==> src/rtl/pg_pkg.sv <==
// -----------------------------------------------------------------------------
// pg_pkg
// Shared types and defaults for the multi-domain power-gating controller.
//   pg_state_e : per-domain sequencer state (5-bit encoding). The states are
//                listed in the order a domain walks through them: the
//                power-down leg, then the wake leg, which wraps back to IDLE_ON.
//   pg_out_t   : the Moore outputs of one domain.
//   pg_decode  : state -> outputs decode.
// -----------------------------------------------------------------------------
package pg_pkg;

    localparam int PG_N_DOM_DEF    = 2;
    localparam int PG_CNT_W_DEF    = 18;
    localparam int PG_HOLD_CYC_DEF = 2;
    localparam int PG_TMO_CYC_DEF  = 1024;

    typedef enum logic [4:0] {
        ST_IDLE_ON      = 5'd0,
        ST_ISO_ON       = 5'd1,
        ST_CG_ON        = 5'd2,
        ST_SAVE         = 5'd3,
        ST_SW_OFF       = 5'd4,
        ST_WAIT_OFF_ACK = 5'd5,
        ST_WAIT_OFF_CNT = 5'd6,
        ST_IDLE_OFF     = 5'd7,
        ST_SW_ON        = 5'd8,
        ST_WAIT_ON_ACK  = 5'd9,
        ST_WAIT_ON_CNT  = 5'd10,
        ST_RESTORE      = 5'd11,
        ST_CG_OFF       = 5'd12,
        ST_ISO_OFF      = 5'd13
    } pg_state_e;

    typedef struct packed {
        logic status;
        logic en_iso;
        logic rtn;
        logic en_pw_sw;
        logic en_cg;
        logic busy;
    } pg_out_t;

    // Start from the fully-on values and override what each state changes.
    function automatic pg_out_t pg_decode(input pg_state_e st);
        pg_out_t o;
        o.status   = 1'b1;
        o.en_iso   = 1'b0;
        o.rtn      = 1'b0;
        o.en_pw_sw = 1'b1;
        o.en_cg    = 1'b1;
        o.busy     = 1'b1;
        case (st)
            ST_IDLE_ON: o.busy = 1'b0;
            ST_ISO_ON:  o.en_iso = 1'b1;
            ST_CG_ON: begin
                o.en_iso = 1'b1;
                o.en_cg  = 1'b0;
            end
            ST_SAVE: begin
                o.en_iso = 1'b1;
                o.en_cg  = 1'b0;
                o.rtn    = 1'b1;
            end
            ST_SW_OFF, ST_WAIT_OFF_ACK, ST_WAIT_OFF_CNT: begin
                o.en_iso   = 1'b1;
                o.en_cg    = 1'b0;
                o.rtn      = 1'b1;
                o.en_pw_sw = 1'b0;
            end
            ST_IDLE_OFF: begin
                o.status   = 1'b0;
                o.en_iso   = 1'b1;
                o.en_cg    = 1'b0;
                o.rtn      = 1'b1;
                o.en_pw_sw = 1'b0;
                o.busy     = 1'b0;
            end
            ST_SW_ON, ST_WAIT_ON_ACK, ST_WAIT_ON_CNT: begin
                o.status = 1'b0;
                o.en_iso = 1'b1;
                o.en_cg  = 1'b0;
                o.rtn    = 1'b1;
            end
            ST_RESTORE: begin
                o.status = 1'b0;
                o.en_iso = 1'b1;
                o.en_cg  = 1'b0;
            end
            ST_CG_OFF: o.en_iso = 1'b1;
            default: ;
        endcase
        return o;
    endfunction

endpackage

==> src/rtl/pg_domain_fsm.sv <==
// -----------------------------------------------------------------------------
// pg_domain_fsm
// Power-gating sequencer for a single domain, with its own settle counter.
// Optional feature macro: PG_ACK_TIMEOUT_EN (switch-ack timeout + sticky err).
// Ports:
//   ck, rst             clock, async active-high reset
//   i_en                1 = keep/bring domain on, 0 = power it down
//   i_sw_ack            power-switch feedback, 1 = closed
//   i_reference_count   rail-settle count, sampled every cycle
//   i_err_clr           clear for the sticky err flag
//   o_status .. o_busy  Moore-decoded sequence outputs
//   o_err               sticky ack-timeout flag (0 when timeout is not built)
// -----------------------------------------------------------------------------
module pg_domain_fsm
    import pg_pkg::*;
#(
    parameter int CNT_W    = PG_CNT_W_DEF,
    parameter int HOLD_CYC = PG_HOLD_CYC_DEF,
    parameter int TMO_CYC  = PG_TMO_CYC_DEF
) (
    input  logic             ck,
    input  logic             rst,
    input  logic             i_en,
    input  logic             i_sw_ack,
    input  logic [CNT_W-1:0] i_reference_count,
    input  logic             i_err_clr,
    output logic             o_status,
    output logic             o_en_iso,
    output logic             o_rtn,
    output logic             o_en_pw_sw,
    output logic             o_en_cg,
    output logic             o_busy,
    output logic             o_err
);

    localparam logic [CNT_W-1:0] HOLD_LAST = CNT_W'(HOLD_CYC);
    localparam logic [CNT_W-1:0] TMO_LAST  = CNT_W'(TMO_CYC - 1);

    pg_state_e        r_state;
    pg_state_e        w_next;
    logic [CNT_W-1:0] r_cnt;
    logic             w_hold_done;
    logic             w_ref_hit;
    logic             w_tmo_hit;
    logic             w_tmo_evt;
    pg_out_t          w_out;

    // A phase that starts at count 0 and leaves when count==N lasts N+1 cycles.
    assign w_hold_done = (r_cnt == HOLD_LAST);
    assign w_ref_hit   = (r_cnt == i_reference_count);
    assign w_tmo_hit   = (r_cnt == TMO_LAST);

`ifdef PG_ACK_TIMEOUT_EN
    localparam bit TMO_EN = 1'b1;
    logic r_err;

    // A timeout in the same cycle as a clear leaves the flag set.
    always_ff @(posedge ck or posedge rst) begin
        if (rst)             r_err <= 1'b0;
        else if (w_tmo_evt)  r_err <= 1'b1;
        else if (i_err_clr)  r_err <= 1'b0;
    end
    assign o_err = r_err;
`else
    localparam bit TMO_EN = 1'b0;
    logic w_unused;
    assign w_unused = ^{i_err_clr, w_tmo_evt};
    assign o_err    = 1'b0;
`endif

    // State register and settle counter; the counter restarts on every
    // state change and saturates instead of wrapping.
    always_ff @(posedge ck or posedge rst) begin
        if (rst) begin
            r_state <= ST_IDLE_ON;
            r_cnt   <= '0;
        end else begin
            // NOTE: non-blocking assignments so every flop samples pre-edge values.
            r_state <= w_next;
            if (w_next != r_state)
                r_cnt <= '0;
            else if (r_cnt != {CNT_W{1'b1}})
                r_cnt <= r_cnt + CNT_W'(1);
        end
    end

    // Next-state logic. Only ISO_ON and CG_ON honour a late en=1; once SAVE
    // is reached the power-down runs to IDLE_OFF, and the wake leg always
    // completes to IDLE_ON.
    always_comb begin
        // NOTE: defaults before the case keep this purely combinational (no latches).
        w_next    = r_state;
        w_tmo_evt = 1'b0;
        case (r_state)
            ST_IDLE_ON:  if (!i_en) w_next = ST_ISO_ON;
            ST_ISO_ON: begin
                if (i_en)             w_next = ST_ISO_OFF;
                else if (w_hold_done) w_next = ST_CG_ON;
            end
            ST_CG_ON: begin
                if (i_en)             w_next = ST_CG_OFF;
                else if (w_hold_done) w_next = ST_SAVE;
            end
            ST_SAVE:     if (w_hold_done) w_next = ST_SW_OFF;
            ST_SW_OFF:   w_next = ST_WAIT_OFF_ACK;
            ST_WAIT_OFF_ACK: begin
                if (!i_sw_ack) begin
                    w_next = ST_WAIT_OFF_CNT;
                end else if (TMO_EN && w_tmo_hit) begin
                    w_next    = ST_WAIT_OFF_CNT;
                    w_tmo_evt = 1'b1;
                end
            end
            ST_WAIT_OFF_CNT: if (w_ref_hit) w_next = ST_IDLE_OFF;
            ST_IDLE_OFF:     if (i_en) w_next = ST_SW_ON;
            ST_SW_ON:        w_next = ST_WAIT_ON_ACK;
            ST_WAIT_ON_ACK: begin
                if (i_sw_ack) begin
                    w_next = ST_WAIT_ON_CNT;
                end else if (TMO_EN && w_tmo_hit) begin
                    w_next    = ST_WAIT_ON_CNT;
                    w_tmo_evt = 1'b1;
                end
            end
            ST_WAIT_ON_CNT:  if (w_ref_hit) w_next = ST_RESTORE;
            ST_RESTORE:      if (w_hold_done) w_next = ST_CG_OFF;
            ST_CG_OFF:       if (w_hold_done) w_next = ST_ISO_OFF;
            ST_ISO_OFF:      if (w_hold_done) w_next = ST_IDLE_ON;
            default:         w_next = ST_IDLE_ON;
        endcase
    end

    // Moore outputs from the state register only.
    always_comb begin
        w_out = pg_decode(r_state);
    end

    assign o_status   = w_out.status;
    assign o_en_iso   = w_out.en_iso;
    assign o_rtn      = w_out.rtn;
    assign o_en_pw_sw = w_out.en_pw_sw;
    assign o_en_cg    = w_out.en_cg;
    assign o_busy     = w_out.busy;

endmodule

==> src/rtl/pg_multi_ctrl.sv <==
// -----------------------------------------------------------------------------
// pg_multi_ctrl
// N_DOM independent power-gating sequencers sharing one clock, reset and
// rail-settle count. Each bit of the vector ports belongs to one domain.
// Optional feature macro: PG_ACK_TIMEOUT_EN (switch-ack timeout + sticky err).
// Ports:
//   ck, rst           clock, async active-high reset
//   en                per-domain run request
//   sw_ack            per-domain power-switch feedback
//   reference_count   shared rail-settle count
//   err_clr           per-domain sticky-err clear
//   status, en_iso, rtn, en_pw_sw, en_cg, busy, err   per-domain outputs
// -----------------------------------------------------------------------------
module pg_multi_ctrl
    import pg_pkg::*;
#(
    parameter int N_DOM    = PG_N_DOM_DEF,
    parameter int CNT_W    = PG_CNT_W_DEF,
    parameter int HOLD_CYC = PG_HOLD_CYC_DEF,
    parameter int TMO_CYC  = PG_TMO_CYC_DEF
) (
    input  logic             ck,
    input  logic             rst,
    input  logic [N_DOM-1:0] en,
    input  logic [N_DOM-1:0] sw_ack,
    input  logic [CNT_W-1:0] reference_count,
    input  logic [N_DOM-1:0] err_clr,
    output logic [N_DOM-1:0] status,
    output logic [N_DOM-1:0] en_iso,
    output logic [N_DOM-1:0] rtn,
    output logic [N_DOM-1:0] en_pw_sw,
    output logic [N_DOM-1:0] en_cg,
    output logic [N_DOM-1:0] busy,
    output logic [N_DOM-1:0] err
);

    for (genvar g = 0; g < N_DOM; g++) begin : g_dom
        pg_domain_fsm #(
            .CNT_W    (CNT_W),
            .HOLD_CYC (HOLD_CYC),
            .TMO_CYC  (TMO_CYC)
        ) u_fsm (
            .ck                (ck),
            .rst               (rst),
            .i_en              (en[g]),
            .i_sw_ack          (sw_ack[g]),
            .i_reference_count (reference_count),
            .i_err_clr         (err_clr[g]),
            .o_status          (status[g]),
            .o_en_iso          (en_iso[g]),
            .o_rtn             (rtn[g]),
            .o_en_pw_sw        (en_pw_sw[g]),
            .o_en_cg           (en_cg[g]),
            .o_busy            (busy[g]),
            .o_err             (err[g])
        );
    end

endmodule

==> config.mk <==
export PLATFORM = sky130hd
export DESIGN_NAME = pg_multi_ctrl
export DESIGN_NICKNAME = d
export VERILOG_FILES = /design/src/rtl/pg_pkg.sv /design/src/rtl/pg_domain_fsm.sv /design/src/rtl/pg_multi_ctrl.sv
export SDC_FILE = /design/constraint.sdc
export NUM_CORES = 1
export LEC_CHECK = 0
export ABC_AREA = 1
export CAP_MARGIN = 10
export CORE_MARGIN = 4
export CORE_UTILIZATION = 50
export CTS_BUF_LIST = sky130_fd_sc_hd__clkbuf_4 sky130_fd_sc_hd__clkbuf_8
export DETAILED_ROUTE_END_ITERATION = 10
export DONT_BUFFER_PORTS = 1
export PLACE_DENSITY = 0.68
export SYNTH_ARGS = -nofsm -noshare
export SYNTH_HDL_FRONTEND = slang
export SYNTH_SLANG_ARGS = --single-unit
==> constraint.sdc <==
create_clock -name ck -period 1.8 [get_ports ck]
set_input_delay 0.54 -clock ck [delete_from_list [all_inputs] [get_ports ck]]
set_output_delay 0.54 -clock ck [all_outputs]
set_load 0.05 [all_outputs]
==> flow_metrics.env <==
export IMPL_overflow=0
export IMPL_dieArea_um2=9479
export IMPL_stdcell_area_um2=6320
export IMPL_worst_slack_ns=-0.3889
export IMPL_detailed_place_hpwl_mm=8.819
export IMPL_max_freq_mhz=456.8
export IMPL_ant_nets=0
export IMPL_vias_per_cell=5.366
export IMPL_slew_violations=0
export IMPL_synth_seq_cells=46
export IMPL_cts_reportedPaths_clkPinSlew_ns=0.09
export IMPL_grt_pass1_vias=4613
export IMPL_syn_area_um2=3993
export IMPL_insertion_delay_ns=0.30
export IMPL_cp_num_buf_inv=2
export IMPL_cp_required_ns=1.26
export IMPL_cp_end_kind="primary output"
export IMPL_yosysTopAreaCellShare_pct=28.83
export IMPL_ys_types=36
export IMPL_p_clk_share_pct=10.0
export IMPL_powerDensity_nw_per_um2=1032
export IMPL_holdWs_ns=0.1273
export IMPL_antenna_found_initial=0
export IMPL_power_switching_mw=3.166
export IMPL_final_nets=839
export IMPL_finalCritPeriodShare_pct=121.6
export IMPL_die_h_um=97.36
export IMPL_finalSetupViolCount=47
export IMPL_synth_seq_area_share_pct=28.83
export IMPL_startpoint_type="register"
export IMPL_wire_per_inst_um=15.79
export IMPL_p_total_mw=6.521
export IMPL_wl_mm=14.38
export IMPL_critical_path_top_delay_family="simple AND/OR/NAND/NOR gates"
export IMPL_cpPeakStageDelay_ns=0.51
export IMPL_cts_made_buffers=5
export IMPL_cts_sinks=46
export IMPL_place_area_um2=5057
export IMPL_drcViolationCount=0
export IMPL_n_antenna_cell=0
export IMPL_fin_skew_ns=0.003484
export IMPL_r2r_start="g_dom[0].u_fsm.r_state[4]"
export IMPL_port_buffers=0
export IMPL_synth_area_leaders="dfrtp_1 (29%), nand2_1 (17%), nor2_1 (9.1%)"
export IMPL_status="finished, violations left"
export IMPL_final_core_util_pct=81.78
export IMPL_core_um2=7727
export IMPL_yosys_warnings=0
export IMPL_worstSetupPathType="register to primary output"
export IMPL_dr_pass1_iters=5
export IMPL_fin_cells=911
export IMPL_hp_class="primary input to async pin"
export IMPL_rows=32
export IMPL_grt_use_total_pct=26.58
export IMPL_r2r_cells=12
export IMPL_pre_cts_ws_ns=-0.2299
export IMPL_final_layout_size_suffix_gt1_share_pct=43.02
export IMPL_cpMaxStageDelayCell="dfrtp_2"
export IMPL_cts_hold_buffers=0
export IMPL_ios=40
export IMPL_p_int_mw=3.355
export IMPL_die_x_um=97.36
export IMPL_hold_viol=0
export IMPL_htreeDepth=2
export IMPL_syn_avg_cell_area_um2=6.297
export IMPL_place_inst=854
export IMPL_tns_ns=-13.59
export IMPL_critPathArrivalTime_ns=1.65
export IMPL_syn_to_final_growth_pct=58.29
export IMPL_cts_tree="yes"
export IMPL_synth_top_area_cell="dfrtp_1"
export IMPL_ff2ff_setup_slack_ns=-0.36
export IMPL_vias=4888
export IMPL_ir_worst_vdd_mv=0.6229
export IMPL_drv_cap=0
export IMPL_gp_congestion=0.9445
export IMPL_crit_chain="nor3_4 -> nand2_2 -> buf_4 -> nand3_1 -> buf_6"
export IMPL_seqPwrFrac_pct=20.6
export IMPL_fin_crit_ns=2.189
export IMPL_ctsLongestPathBuffers=2
export IMPL_power_frac_comb_pct=69.4
export IMPL_grt_max_degree=47
export IMPL_r2r_end="g_dom[0].u_fsm.r_cnt[14]"
export IMPL_synth_cells=634
export IMPL_p_leak_nw=3.146
export IMPL_first_iter_violations=355
export IMPL_rsz0062_at_grt="true"
export IMPL_initial_utilization_pct=51.67
export IMPL_swShare_pct=48.55
export IMPL_nFillCells=500
export IMPL_path_max_fanout=6
export IMPL_violations="setup timing"
export IMPL_grt_pass1_wl_mm=21.07
export IMPL_root_buffer="clkbuf_8"
cells in the final DEF (no fill, tap or decap), types with 16 or more instances in the layout:
master and n:
inv_2 20, buf_6 25, nand3_1 36, nor2_4 40
o21ai_0 17, inv_1 71, xor2_1 23, nor2_2 23
nand2_1 155, nor2_1 58, buf_4 146, dfrtp_1 40
nand4_1 16, nand2_2 19
per-layer routing:
layer  routed length [um]  track usage (%)  vias to the layer above
li1                     -                -                     2322
met1                 5346            31.26                     2303
met2                 7431            48.13                      210
met3                 1093            5.743                       53
met4                  510            7.987                        0
met5                    0                0                        -
state kept, by name (all words and copies together), names as in the netlist:
register,count
g_dom.u_fsm.r_cnt,36
g_dom.u_fsm.r_state,10
cells by family (layout without fill, tap and decap cells):
group | after synthesis | after routing | synth area share, %
XOR/XNOR | 35 | 35 | 7.678
buffers and inverters | 112 | 280 | 12.47
AO/OA/AOI/OAI | 45 | 45 | 6.205
flip-flops | 46 | 46 | 28.83
AND/OR/NAND/NOR | 391 | 395 | 43.47
adder cells (fa/ha/maj) | 4 | 4 | 1.254
other | 1 | 4 | 0.09392
power by group through the flow:
stage | logic (mW) | clock network (mW) | registers, mW
after global placement | 2.69 | 0 | 1.28
after detailed placement | 2.75 | 0 | 1.29
after floorplan | 1.84 | 0 | 1.29
final | 4.52 | 0.655 | 1.34
after CTS | 3.47 | 0.672 | 1.32
after global routing | 4.76 | 0.703 | 1.36
worst max path at each step:
stage	startpoint	to	slack (ns)	cells past startpoint
finish	g_dom[0].u_fsm.r_state[0]	en_iso[0]	-0.39	5
global route	g_dom[0].u_fsm.r_state[0]	en_iso[0]	-0.42	5
CTS	g_dom[1].u_fsm.r_state[2]	en_iso[1]	-0.27	5
detailed placement	g_dom[1].u_fsm.r_cnt[0]	g_dom[1].u_fsm.r_cnt[11]	-0.23	15
global placement	g_dom[0].u_fsm.r_state[0]	en_iso[0]	-0.20	5
floorplan	g_dom[1].u_fsm.r_cnt[0]	g_dom[1].u_fsm.r_cnt[17]	0.0006	15
Yosys cell counts, drive strengths merged:
| cell type | number |
|---|---|
| xnor2 | 10 |
| dfrtp | 46 |
| nand4 | 17 |
| xor2 | 25 |
| a21boi | 1 |
| nand3 | 48 |
| o22ai | 2 |
| inv | 92 |
| o211ai | 2 |
| conb | 1 |
| nor2 | 121 |
| ha | 4 |
| a31oi | 2 |
| nand3b | 3 |
| o2111ai | 1 |
| o21ai | 21 |
| buf | 20 |
| and2 | 1 |
| or2 | 3 |
| a21oi | 15 |
| nand2 | 183 |
| o21bai | 1 |
| nor3 | 15 |
cell type report:
class	count	area (um2)	share of cell area, %
multi-input combinational	483	3029	47.93
timing repair buffer	181	1573	24.89
sequential	46	1159	18.33
inverter	92	347.8	5.504
tap	102	127.6	2.019
clock buffer	6	76.32	1.208
clock inverter	1	7.507	0.1188
worst reg2reg max path, cell delays in order, from the launching register on:
cell	delay [ns]
dfrtp_2	0.49
buf_6	0.15
nor3_4	0.27
nand2_2	0.09
buf_4	0.15
a21oi_2	0.15
nand2_1	0.11
nand4_1	0.12
nand3_2	0.11
nor2_4	0.14
buf_8	0.17
nand2_8	0.09
nor2_2	0.08
what timing repair did:
action | in CTS | in global routing
pin swaps | 29 | 34
resized for setup | 98 | 102
setup endpoints to repair | 48 | 48
gates cloned | 3 | 4
setup buffers | 31 | 12
No activity file was read; power rests on OpenSTA's default activity.
